`config.mk`:
```
export PLATFORM = sky130hd
export DESIGN_NAME = jk_bank_sequencer_flat
export DESIGN_NICKNAME = d
export VERILOG_FILES = /design/src/rtl/jk_seq_pkg.sv /design/src/rtl/jk_bank_sequencer_if.sv /design/src/rtl/jk_cell.sv /design/src/rtl/jk_bank_sequencer.sv /design/src/flat_wrapper.sv
export SDC_FILE = /design/constraint.sdc
export NUM_CORES = 1
export LEC_CHECK = 0
export CAP_MARGIN = 10
export CORE_MARGIN = 2
export CORE_UTILIZATION = 38
export DETAILED_ROUTE_END_ITERATION = 7
export SLEW_MARGIN = 10
export SYNTH_ARGS = -nofsm -noshare
export SYNTH_HDL_FRONTEND = slang
export SYNTH_HIERARCHICAL = 1
export SYNTH_SLANG_ARGS = --single-unit
```
`constraint.sdc`:
```
create_clock -name clk -period 6.2 [get_ports clk]
set_input_delay 1.55 -clock clk [delete_from_list [all_inputs] [get_ports clk]]
set_output_delay 1.55 -clock clk [all_outputs]
set_load 0.02 [all_outputs]
```
`src/rtl/jk_seq_pkg.sv`:
```
// Shared opcodes and sequencer state encoding for the JK bank sequencer.
package jk_seq_pkg;

  localparam logic [2:0] OP_HOLD    = 3'd0;
  localparam logic [2:0] OP_LOAD    = 3'd1;
  localparam logic [2:0] OP_CLEAR   = 3'd2;
  localparam logic [2:0] OP_SET     = 3'd3;
  localparam logic [2:0] OP_CNT_UP  = 3'd4;
  localparam logic [2:0] OP_CNT_DN  = 3'd5;
  localparam logic [2:0] OP_TOGGLE  = 3'd6;
  localparam logic [2:0] OP_SHIFT_L = 3'd7;

  typedef enum logic [1:0] {
    S_IDLE = 2'd0,
    S_RUN  = 2'd1,
    S_DONE = 2'd2
  } state_e;

  // Opcodes 4-7 repeat for cmd_len steps; 0-3 always take one step.
  function automatic logic is_multi(input logic [2:0] op);
    return op[2];
  endfunction

endpackage

```
`src/rtl/jk_bank_sequencer_if.sv`:
```
// Command handshake and bank observation bundle for jk_bank_sequencer.
interface jk_bank_sequencer_if #(
  parameter int WIDTH = 4,
  parameter int LEN_W = 8
);
  logic             cmd_valid;
  logic             cmd_ready;
  logic [2:0]       cmd_op;
  logic [WIDTH-1:0] cmd_data;
  logic [LEN_W-1:0] cmd_len;
  logic [WIDTH-1:0] q;
  logic [WIDTH-1:0] j_out;
  logic [WIDTH-1:0] k_out;
  logic             busy;
  logic             done;

  modport master (
    output cmd_valid, cmd_op, cmd_data, cmd_len,
    input  cmd_ready, q, j_out, k_out, busy, done
  );

  modport slave (
    input  cmd_valid, cmd_op, cmd_data, cmd_len,
    output cmd_ready, q, j_out, k_out, busy, done
  );
endinterface

```
`src/rtl/jk_cell.sv`:
```
// Single JK flip-flop with synchronous active-high clear.
module jk_cell (
  input  logic clk,
  input  logic clr,
  input  logic j,
  input  logic k,
  output logic q
);

  logic q_q;
  logic q_d;

  always_comb begin
    case ({j, k})
      2'b00:   q_d = q_q;
      2'b01:   q_d = 1'b0;
      2'b10:   q_d = 1'b1;
      default: q_d = ~q_q;
    endcase
  end

  always_ff @(posedge clk) begin
    if (clr) q_q <= 1'b0;
    else     q_q <= q_d;
  end

  assign q = q_q;

endmodule

```
`src/rtl/jk_bank_sequencer.sv`:
```
// Sequences a bank of JK cells: accepts one command in IDLE, drives J/K for
// one or cmd_len steps in RUN, then pulses done for one cycle in DONE.
module jk_bank_sequencer
  import jk_seq_pkg::*;
#(
  parameter int WIDTH = 4,
  parameter int LEN_W = 8
) (
  input  logic          clk,
  input  logic          clr,
  jk_bank_sequencer_if.slave bus
);

  state_e           state_q, state_d;
  logic [2:0]       op_q, op_d;
  logic [WIDTH-1:0] data_q, data_d;
  logic [LEN_W-1:0] cnt_q, cnt_d;
  logic             busy_q, busy_d;
  logic             done_q, done_d;

  logic [WIDTH-1:0] q_bank;
  logic [WIDTH-1:0] j_drv;
  logic [WIDTH-1:0] k_drv;
  logic             up_all;
  logic             dn_all;

  always_comb begin
    state_d = state_q;
    op_d    = op_q;
    data_d  = data_q;
    cnt_d   = cnt_q;
    case (state_q)
      S_IDLE: begin
        if (bus.cmd_valid) begin
          op_d   = bus.cmd_op;
          data_d = bus.cmd_data;
          if (!is_multi(bus.cmd_op)) begin
            state_d = S_RUN;
            cnt_d   = LEN_W'(1);
          end else if (bus.cmd_len == '0) begin
            // Zero-length repeat completes without touching the bank.
            state_d = S_DONE;
            cnt_d   = '0;
          end else begin
            state_d = S_RUN;
            cnt_d   = bus.cmd_len;
          end
        end
      end
      S_RUN: begin
        cnt_d = cnt_q - LEN_W'(1);
        if (cnt_q == LEN_W'(1)) state_d = S_DONE;
      end
      S_DONE:  state_d = S_IDLE;
      default: state_d = S_IDLE;
    endcase
    busy_d = (state_d != S_IDLE);
    done_d = (state_d == S_DONE);
  end

  always_ff @(posedge clk) begin
    if (clr) begin
      state_q <= S_IDLE;
      op_q    <= OP_HOLD;
      data_q  <= '0;
      cnt_q   <= '0;
      busy_q  <= 1'b0;
      done_q  <= 1'b0;
    end else begin
      state_q <= state_d;
      op_q    <= op_d;
      data_q  <= data_d;
      cnt_q   <= cnt_d;
      busy_q  <= busy_d;
      done_q  <= done_d;
    end
  end

  // Counter drive: a bit toggles when every lower bit is 1 (up) or 0 (down).
  always_comb begin
    j_drv  = '0;
    k_drv  = '0;
    up_all = 1'b1;
    dn_all = 1'b1;
    if (state_q == S_RUN) begin
      case (op_q)
        OP_LOAD: begin
          j_drv = data_q;
          k_drv = ~data_q;
        end
        OP_CLEAR: k_drv = '1;
        OP_SET:   j_drv = '1;
        OP_CNT_UP: begin
          for (int i = 0; i < WIDTH; i++) begin
            j_drv[i] = up_all;
            k_drv[i] = up_all;
            up_all   = up_all & q_bank[i];
          end
        end
        OP_CNT_DN: begin
          for (int i = 0; i < WIDTH; i++) begin
            j_drv[i] = dn_all;
            k_drv[i] = dn_all;
            dn_all   = dn_all & ~q_bank[i];
          end
        end
        OP_TOGGLE: begin
          j_drv = data_q;
          k_drv = data_q;
        end
        OP_SHIFT_L: begin
          j_drv = {q_bank[WIDTH-2:0], data_q[0]};
          k_drv = ~{q_bank[WIDTH-2:0], data_q[0]};
        end
        default: begin
          j_drv = '0;
          k_drv = '0;
        end
      endcase
    end
  end

  for (genvar g = 0; g < WIDTH; g++) begin : g_cell
    jk_cell u_cell (
      .clk (clk),
      .clr (clr),
      .j   (j_drv[g]),
      .k   (k_drv[g]),
      .q   (q_bank[g])
    );
  end

  assign bus.cmd_ready = (state_q == S_IDLE);
  assign bus.busy      = busy_q;
  assign bus.done      = done_q;
  assign bus.q         = q_bank;
  assign bus.j_out     = j_drv;
  assign bus.k_out     = k_drv;

endmodule

```
`src/flat_wrapper.sv`:
```
// flat-port wrapper written by rule: the top's interface ports become plain ports
module jk_bank_sequencer_flat import jk_seq_pkg::*;
#(
  parameter int WIDTH = 4,
  parameter int LEN_W = 8
)
  (clk, clr, bus_cmd_valid, bus_cmd_op, bus_cmd_data, bus_cmd_len, bus_cmd_ready, bus_q, bus_j_out, bus_k_out, bus_busy, bus_done);
  jk_bank_sequencer_if #(.WIDTH(WIDTH), .LEN_W(LEN_W)) bus_i ();
  input  logic clk;
  input  logic clr;
  input wire logic [$bits(bus_i.cmd_valid)-1:0] bus_cmd_valid;
  input wire logic [$bits(bus_i.cmd_op)-1:0] bus_cmd_op;
  input wire logic [$bits(bus_i.cmd_data)-1:0] bus_cmd_data;
  input wire logic [$bits(bus_i.cmd_len)-1:0] bus_cmd_len;
  output wire logic [$bits(bus_i.cmd_ready)-1:0] bus_cmd_ready;
  output wire logic [$bits(bus_i.q)-1:0] bus_q;
  output wire logic [$bits(bus_i.j_out)-1:0] bus_j_out;
  output wire logic [$bits(bus_i.k_out)-1:0] bus_k_out;
  output wire logic [$bits(bus_i.busy)-1:0] bus_busy;
  output wire logic [$bits(bus_i.done)-1:0] bus_done;
  assign bus_i.cmd_valid = bus_cmd_valid;
  assign bus_i.cmd_op = bus_cmd_op;
  assign bus_i.cmd_data = bus_cmd_data;
  assign bus_i.cmd_len = bus_cmd_len;
  assign bus_cmd_ready = bus_i.cmd_ready;
  assign bus_q = bus_i.q;
  assign bus_j_out = bus_i.j_out;
  assign bus_k_out = bus_i.k_out;
  assign bus_busy = bus_i.busy;
  assign bus_done = bus_i.done;
  jk_bank_sequencer #(.WIDTH(WIDTH), .LEN_W(LEN_W)) u_core (.clk(clk), .clr(clr), .bus(bus_i));
endmodule
```
# Word-level counts from Yosys, hierarchy flattened
# Index checks and enable logic that the tools add are counted.
# totals
wordCells,68
latchBits,0
ramBits,0
mem_bits_ro,0
in_bits,18
memories,0
out_inout_bits,15
ff_bits,23
# op_classes
eq_ne,19
multipliers,0
reduce_logical,11
shifts,0
bitwise,10
muxes,17
order_cmp,0
n_addsub,1
div_mod_pow,0
# ops
op,count
$mux W8,3
$pmux W4 S6,1
$pmux W4 S5,1
$pmux W8 S2,1
$eq A3 B3 Y1 const B,4
$pmux W1 S3,4
$eq A2 B1 Y1 const B,5
$eq A2 B2 Y1 const B,5
$logic_not A2 Y1,5
$eq A8 B1 Y1 const B,1
$logic_not A8 Y1,1
$mux W2,4
$mux W4,2
$not A4 Y4,2
$sub A8 B1 Y8 const B,1
$eq A3 B2 Y1 const B,2
$and A1 B1 Y1,4
$not A1 Y1,4
$pmux W2 S2,1
$reduce_and A2 Y1,2
$reduce_bool A2 Y1,2
$eq A3 B1 Y1 const B,1
$ne A2 B2 Y1 const B,1
$reduce_or A2 Y1,1

# Depth between registers and ports, before layout
# logic_depth
word_depth,7
mapped_depth,9
mapped_depth_nobuf,8

# Cells and area by module
# The synthesis kept the hierarchy.
# by_module_without_submodules
module,seq_area_each_um2,cells_per_inst,instances,area_per_inst_um2
jk_bank_sequencer,380.4,174,1,1262.5
jk_cell,20.0,9,4,76.3

# Least setup slack after synthesis
# Ideal clock, no wire load.
# synth_timing
kind,register to output
from,register u_core.g_cell[0].u_cell.q_q
to,output bus_j_out[3]
arrival_ns,1.431
t_required_ns,4.650
path_stages_with_launch,5
slack_ns,3.219
path_buffers,0
path_cell_list,dfxtp_1 and3b_1 a22o_1 nand2_1 a21oi_1
# synth_via
elab_chain_len,5
word_cells_on_any_way,7
classes_between,mux (2); bitwise (5)
# synth_rtl
element,line_no,rtl
"start, declared",jk_cell.sv:10,logic q_q;
"start signal, assigned",jk_cell.sv:24,else q_q <= q_d;
$not A1 Y1,jk_bank_sequencer.sv:104,dn_all = dn_all & ~q_bank[i];
$and A1 B1 Y1 (2 in series),jk_bank_sequencer.sv:104,
$pmux W4 S5 (*),jk_bank_sequencer.sv:86,case (op_q)
$mux W4 (*),jk_bank_sequencer.sv:85,if (state_q == S_RUN) begin
"end, declared",flat_wrapper.sv:17,output wire logic [$bits(bus_i.j_out)-1:0] bus_j_out;
# Mark *: on every way between the ends. The rest lies on a longest branch, timed or not.

# Final worst setup path
# layout_timing
from,register u_core.op_q[2]
to,output bus_j_out[2]
# layout_via
elab_chain_len,4
word_cells_on_any_way,9
classes_between,eq/ne (6); mux (2); reduce/logical (1)
# layout_rtl
element,line_no,rtl
"start, declared",jk_bank_sequencer.sv:15,"logic [2:0] op_q, op_d;"
"start signal, assigned",jk_bank_sequencer.sv:71,op_q <= op_d;
$eq A3 B1 Y1 or $eq A3 B3 Y1 (tied branches),jk_bank_sequencer.sv:86,
$reduce_or A2 Y1 (no line),n/a,
$pmux W4 S5 (*),jk_bank_sequencer.sv:86,
$mux W4 (*),jk_bank_sequencer.sv:85,
# Marks and branches as above.

==> results_tabular.tex <==
\begin{tabular}{lr}
\hline
Metric & Value \\
\hline
\multicolumn{2}{l}{\textbf{Timing}} \\
Final worst hold slack & 493 ps \\
Max-slew violation total from the final report & 0 \\
Final Hold Fails & 0 \\
Tcrit/Tclk final & 0.647 \\
Maximum clock skew at final layout & 0.918 ps \\
RSZ-0062 raised after global routing & false \\
Slew Limit Headroom & 0.439 \\
Final critical delay including setup and external delays & 4010 ps \\
Worst Tran Pin Value & 838 ps \\
Fmax achieved & 0.249 GHz \\
Final total negative setup slack & 0 ps \\
Final setup violation count & 0 \\
\multicolumn{2}{l}{\textbf{Yosys}} \\
Most used flip-flop cell after synthesis & sky130\_fd\_sc\_hd\_\_dfxtp\_1 \\
Synthesis-stage register bit count & 23 \\
Post-Syn Area per Cell & 7.47 sq um \\
Share of flip-flops with an asynchronous set or reset & 0 \\
Share of the yosys chip area belonging to registers & 0.294 \\
Count of mapped cells out of synthesis & 210 \\
Number of enable-type register cells in the synthesized netlist & 0 \\
Library cells used by synthesis & 41 \\
Post-Synthesis Net Count & 238 \\
Yosys warning total & 6 \\
Combined area of all synthesized cells & 1570 sq um \\
\multicolumn{2}{l}{\textbf{CTS}} \\
Number of buffers added for setup after CTS & 0 \\
Hold buffers post-CTS & 0 \\
CTS tree & yes \\
Insertion delay of the later-clocked pin in the worst-skew pair & 260 ps \\
Clock Root Buffer & sky130\_fd\_sc\_hd\_\_clkbuf\_8 \\
Number of H-tree branching levels & 1 \\
Maximum buffer depth of the clock tree & 2 \\
Number of sinks handled by clock tree synthesis & 23 \\
Clock-pin slew on the worst setup and hold paths & 90 ps \\
Number of gates resized after CTS & 0 \\
Inserted Clock Buffers & 3 \\
\multicolumn{2}{l}{\textbf{Final layout}} \\
Leading cell type in the layout, fill and taps excluded & sky130\_fd\_sc\_hd\_\_clkdlybuf4s50\_1 \\
Net count, final & 264 \\
Area of the multi-input gates & 1000 sq um \\
FF/Latch Area & 460 sq um \\
Commonest cells after routing, fill and taps aside & sky130\_fd\_sc\_hd\_\_clkdlybuf4s50\_1, sky130\_fd\_sc\_hd\_\_nand2\_1, sky130\_fd\_sc\_hd\_\_dfxtp\_1 \\
Proportion of layout cells with a drive suffix above 1 & 0.0468 \\
Final-layout fill cell count & 410 \\
ANT cells & 0 \\
Layout-stage area growth over the synthesis result & 24.5\% \\
Post-layout instance area & 1950 sq um \\
\multicolumn{2}{l}{\textbf{Floorplan}} \\
Std-Cell Core Area & 3970 sq um \\
Horizontal die dimension & 68.2 um \\
Starting Density & 0.395 \\
Count of pins on the block boundary & 33 \\
Vertical die dimension & 68.2 um \\
\# rows & 23 \\
Die ar. & 4660 sq um \\
\multicolumn{2}{l}{\textbf{Route}} \\
First drt pass iteration count & 4 \\
Vias per std cell & 5.44 \\
Post-detailed-route count of antenna-violating nets & 0 \\
DRC violation count after routing & 0 \\
Count of routing violations after the opening detailed-route iteration & 102 \\
Detailed-route wire length & 3850 um \\
Routed length per instance & 13.5 um \\
Vias after detailed routing & 1549 \\
\multicolumn{2}{l}{\textbf{GRT}} \\
Global-route wire length before repair & 6290 um \\
Number of antenna violations at the first check in global routing & 0 \\
Pin count of the biggest net entering global routing & 22 \\
Tot GR Track Use & 0.179 \\
Total global routing overflow & 0 \\
Via count of the first global-routing pass & 1313 \\
\multicolumn{2}{l}{\textbf{Critical path}} \\
Worst setup slack for register-to-register paths & 3750 ps \\
Type of element capturing the critical path & primary output \\
Launching element type of the critical path & register \\
Worst EP arrival & 2460 ps \\
Critical setup path kind & register to primary output \\
Worst setup path end & bus\_j\_out[2] \\
Worst reg2reg path endpoint & u\_core/g\_cell[2].u\_cell/q\$\_SDFFE\_PP0P\_ \\
CP startpoint & u\_core/op\_q[2]\$\_SDFFE\_PP0P\_ \\
CP required & 4650 ps \\
Startpoint of the worst-slack reg-to-reg timing path & u\_core/op\_q[2]\$\_SDFFE\_PP0P\_ \\
Number of cells traversed by the worst register-to-register path & 8 \\
Critical-path maximum fanout & 17 \\
\multicolumn{2}{l}{\textbf{Pwr}} \\
Fraction of power spent switching nets & 0.335 \\
Net Switching & 130 uW \\
Leakage & 0.000677 uW \\
Overall power of the completed layout & 388 uW \\
Internal power & 258 uW \\
Combinational power share & 0.283 \\
VDD IR max & 0.144 mV \\
Pwr per Cell Area & 199 nW/um\^{}2 \\
Share of power burned in the clock network & 0.250 \\
Fraction of power consumed by sequential logic & 0.467 \\
\multicolumn{2}{l}{\textbf{Hold path}} \\
Path class of the lowest-slack min-delay path & register to register \\
\multicolumn{2}{l}{\textbf{Placement}} \\
Routability cong. & 0.925 \\
Half-perimeter wire length after detailed placement & 2820 um \\
Count of buffers from port buffering & 32 \\
DP Area & 1900 sq um \\
\multicolumn{2}{l}{\textbf{Job}} \\
\# Max-Cap Violations & 0 \\
\multicolumn{2}{l}{\textbf{Status}} \\
Status & finished, final reports clean \\
\hline
\end{tabular}
critical path: stages, from the launching register on:
cell	delay, ps
sky130_fd_sc_hd__dfxtp_1	650
sky130_fd_sc_hd__nor2b_1	360
sky130_fd_sc_hd__a22o_1	200
sky130_fd_sc_hd__a22oi_1	60
sky130_fd_sc_hd__a21oi_1	270
sky130_fd_sc_hd__clkdlybuf4s50_1	650
routing by layer:
layer | vias up | global-route usage | share of wire
met2 | 30 | 0.263 | 0.45
li1 | 800 | - | -
met5 | - | 0 | 0
met1 | 717 | 0.264 | 0.50
met3 | 2 | 0.0395 | 0.048
met4 | 0 | 0.0425 | 0.0062
power groups by stage:
| stage | logic [uW] | registers [uW] | clock network (uW) |
|---|---|---|---|
| 6_report | 110 | 181 | 97.0 |
| 5_1_grt | 124 | 184 | 105 |
| 4_1_cts | 109 | 181 | 102 |
| 3_5_place_dp | 109 | 184 | 0 |
| 3_3_place_gp | 109 | 184 | 0 |
| 2_1_floorplan | 78.0 | 177 | 0 |
stage by stage:
step                 util  cells  setup WS (ps)
floorplan               -    210           3220
global placement    0.479    281           2560
detailed placement  0.479    281           2490
CTS                 0.491    285           2180
global route        0.491    285           2000
finish              0.491    285           2190
how the worst min path moves through the flow:
stage	startpoint	end	slack, ps	depth (start not counted)
floorplan	u_core/data_q[0]$_SDFFE_PP0P_	u_core/data_q[0]$_SDFFE_PP0P_	450	2
global placement	u_core/g_cell[3].u_cell/q$_SDFFE_PP0P_	u_core/g_cell[3].u_cell/q$_SDFFE_PP0P_	470	2
detailed placement	u_core/g_cell[3].u_cell/q$_SDFFE_PP0P_	u_core/g_cell[3].u_cell/q$_SDFFE_PP0P_	480	2
CTS	u_core/g_cell[3].u_cell/q$_SDFFE_PP0P_	u_core/g_cell[3].u_cell/q$_SDFFE_PP0P_	500	2
global route	u_core/g_cell[3].u_cell/q$_SDFFE_PP0P_	u_core/g_cell[3].u_cell/q$_SDFFE_PP0P_	510	2
finish	u_core/g_cell[3].u_cell/q$_SDFFE_PP0P_	u_core/g_cell[3].u_cell/q$_SDFFE_PP0P_	490	2
flip-flops by register name, summed over array words and instances, names as in the netlist:
signal,flops
u_core/bus.busy,1
u_core/bus.done,1
u_core/cnt_q,8
u_core/data_q,4
u_core/g_cell.u_cell/q,4
u_core/op_q,3
u_core/state_q,2
kinds of logic after synthesis:
family,Yosys count,synth area share
AND/OR/NAND/NOR,91,0.306
AO/OA/AOI/OAI,57,0.235
buffers and inverters,26,0.0662
flip-flops,23,0.294
adder cells (fa/ha/maj),10,0.0798
XOR/XNOR,2,0.0112
multiplexers,1,0.00718
final cells by class:
type,instances,area share
Multi-Input combinational cell,161,0.514
Sequential cell,23,0.236
Timing Repair Buffer,32,0.164
Tap cell,50,0.0321
Inverter,15,0.0288
Clock buffer,3,0.0212
Clock inverter,1,0.00385
synth_stat cells (all sizes together), types with 2 or more instances:
master / number / area share
nand2: 24 / 0.057
dfxtp: 23 / 0.29
a21oi: 21 / 0.067
nor2: 16 / 0.038
inv: 15 / 0.036
nand3: 11 / 0.035
ha: 10 / 0.080
a31oi: 9 / 0.036
o21ai: 9 / 0.029
nor3: 8 / 0.026
or3: 7 / 0.028
buf: 6 / 0.018
clkbuf: 5 / 0.012
nand2b: 5 / 0.025
nand3b: 5 / 0.024
nor2b: 5 / 0.020
a32o: 3 / 0.019
a32oi: 3 / 0.017
a22o: 2 / 0.011
a22oi: 2 / 0.0096
nor3b: 2 / 0.013
o211ai: 2 / 0.0096
xor2: 2 / 0.011
Note: power is estimated with default switching activity, not from simulation.
==> edit (config.mk and constraints unchanged) <==
`WIDTH` is set to 4 in 3 places; all go to 6.
--- a/src/rtl/jk_bank_sequencer_if.sv
+++ b/src/rtl/jk_bank_sequencer_if.sv
@@ -1,6 +1,6 @@
 // Command handshake and bank observation bundle for jk_bank_sequencer.
 interface jk_bank_sequencer_if #(
-  parameter int WIDTH = 4,
+  parameter int WIDTH = 6,
   parameter int LEN_W = 8
 );
   logic             cmd_valid;
--- a/src/rtl/jk_bank_sequencer.sv
+++ b/src/rtl/jk_bank_sequencer.sv
@@ -3,7 +3,7 @@
 module jk_bank_sequencer
   import jk_seq_pkg::*;
 #(
-  parameter int WIDTH = 4,
+  parameter int WIDTH = 6,
   parameter int LEN_W = 8
 ) (
   input  logic          clk,
--- a/src/flat_wrapper.sv
+++ b/src/flat_wrapper.sv
@@ -1,7 +1,7 @@
 // flat-port wrapper written by rule: the top's interface ports become plain ports
 module jk_bank_sequencer_flat import jk_seq_pkg::*;
 #(
-  parameter int WIDTH = 4,
+  parameter int WIDTH = 6,
   parameter int LEN_W = 8
 )
   (clk, clr, bus_cmd_valid, bus_cmd_op, bus_cmd_data, bus_cmd_len, bus_cmd_ready, bus_q, bus_j_out, bus_k_out, bus_busy, bus_done);
Ports: changed (resized bus_cmd_data, bus_j_out, bus_k_out and bus_q); port bits go from 33 to 41. The function was not compared with the original's and may differ.
==> edit against the unedited design <==
Sequential power grew 15%. Setup slack got worse by 0.24 ns. Design area grew 23%. Routed wire length increased by 25%. Largest power group unchanged. Register-to-register slack worse by 0.22 ns. Global-route usage down 0.47 points. Total power increased by 14%. Area after synthesis rose by 22%. Sequential cell count up 4. Largest cell class unchanged. Highest routed layer unchanged. Final cell count is 25% higher. Synthesized cell count up 22%.
==> edit: results (changes against the unedited design) <==
[final_layout]
drive_above_1_share_pct = 2.07  ; was 4.68%
largest_register_ffs = 8  ; unchanged
diodes = 0  ; unchanged
nets = 325  ; was 264
largest_register = u_core/cnt_q  ; unchanged

[logic_synthesis]
ys_warn_count = 6  ; unchanged
syn_area_per_cell_um2 = 7.50  ; was 7.47 um^2
synthTopCellsByArea = dfxtp_1 (28%), ha_1 (9.1%), nand2_1 (6.6%)  ; was dfxtp_1 (29%), ha_1 (8.0%), a21oi_1 (6.7%)
ys_async_sr_fraction_pct = 0  ; unchanged
synth_commonest_cells = nand2_1 (34), dfxtp_1 (27), a21oi_1 (25), inv_1 (25)  ; was nand2_1 (24), dfxtp_1 (23), a21oi_1 (21)
synthesis.nets = 290  ; was 238
ys_types = 43  ; was 41
yosysSeqAreaShare_pct = 28.2  ; was 29.4%

[drt]
firstDrtPassIters = 4  ; unchanged
wire_per_inst_um = 13.4  ; was 13.5 um
wl_um = 4800  ; was 3850 um
via_per_inst = 5.43  ; was 5.44
drtIter0Drc = 103  ; was 102

[placement]
port_buffers = 40  ; was 32
place_inst = 353  ; was 281
pre_cts_slack_ns = 2.31  ; was 2.49 ns
hpwlAfterDp_um = 3670  ; was 2820 um
gp_congestion = 0.874  ; was 0.925

[sta]
timing.final.hold_violations = 0  ; unchanged
worst_slew_pin_slew_ns = 0.746  ; was 0.838 ns
setup_viol = 0  ; unchanged
worst_clock_skew_ns = 0.00300  ; was 0.000918 ns

[grt]
grt-ovfl-total = 0  ; unchanged
grt_pass1_vias = 1707  ; was 1313
met2_usage_pct = 28.5  ; was 26.3%
grt_max_degree = 18  ; was 22
antenna_found_initial = 0  ; unchanged
grtUsageMet1_pct = 24.4  ; was 26.4%
grt_usage_pct = 17.4  ; was 17.9%
use_met3_pct = 2.81  ; was 3.95%
grt_first_pass_wirelength_um = 7750  ; was 6290 um

[clock_network]
post-cts-setup-buffers = 0  ; unchanged
cts_resized = 0  ; unchanged
worstSkewPairLatency_ns = 0.28  ; was 0.26 ns
cts_buffers = 3  ; unchanged
cts_max_level = 1  ; unchanged
clk_pin_slew_ns = 0.10
clock-root-buffer = clkbuf_8  ; unchanged
clock_path_buffers = 2  ; unchanged

[setup_path]
critPathArrivalTime_ns = 2.70  ; was 2.46 ns
path_max_fanout = 10  ; was 17

[power_and_ir_drop]
peakVddDrop_v = 0.000105  ; was 0.000144 V
sw_frac_of_total_pct = 34.0  ; was 33.5%
leakagePower_uw = 0.000821  ; was 0.000677 uW

[min_path]
min_path_type = flip-flop to flip-flop  ; unchanged

[outcome]
status = complete, no violations  ; unchanged

-- edit: changes by cell type after synthesis, moves of 5 or more --
cell and delta:
inv_1 +10, a211oi_1 +7, o21ai_0 +5, nand2_1 +10, nand3_1 -9
-- edit: per-layer routing --
metal	wire length (um)	part of all wire, %
met1	2410	50
met4	25	0.52
met5	0	0
met3	182	3.8
met2	2180	45
-- edit: power by group through the flow --
stage | Clock [uW] | Combinational, uW | Sequential [uW]
2_1_floorplan | 0 | 87.3 | 205
3_5_place_dp | 0 | 126 | 211
5_1_grt | 116 | 140 | 210
3_3_place_gp | 0 | 126 | 211
4_1_cts | 115 | 126 | 207
6_report | 109 | 127 | 208
-- edit: cells by family (layout without fill, tap and decap cells) --
family          count (synthesis)  after routing  share of synthesized area [%]
flops                          27             27                           28.2
compound gates                 83             83                           27.9
fa+ha+maj                      14             14                           9.13
mux                             2              2                           1.04
simple gates                   93             93                           24.9
buf+inv                        36             70                           8.41
xor+xnor                        1              1                          0.456
-- edit: final timing paths --
kind                            slack, ns         startpoint  cells after the start                         to
worst max-delay path                 1.95  u_core/state_q[0]                      4               bus_j_out[5]
worst min-delay path                 0.46   u_core/data_q[0]                      2           u_core/data_q[0]
worst max register to register       3.53  u_core/state_q[0]                      7  u_core/g_cell[0].u_cell/q
worst min register to register       0.46   u_core/data_q[0]                      2           u_core/data_q[0]
-- edit: final cells by class --
cell class / instances / area [um^2]
fill: 490 / 2390
multi-input combinational: 193 / 1220
sequential: 27 / 541
timing repair buffer: 41 / 408
inverter: 25 / 93.8
tap: 67 / 83.8
clock buffer: 3 / 41.3
clock inverter: 1 / 8.76
-- edit: through the flow --
step / hold slack [ns] / area [um^2]
finish: 0.463 / 2390
floorplan: 0.436 / 1920
CTS: 0.472 / 2390
detailed placement: 0.457 / 2340
global route: 0.501 / 2390
global placement: 0.450 / 2340
-- edit: worst max-delay path, stage by stage (launching register included) --
cell             delay, ns
dfxtp_1               0.51
nor2b_1               0.46
o21ai_0               0.42
a21oi_1               0.37
clkdlybuf4s50_1       0.67
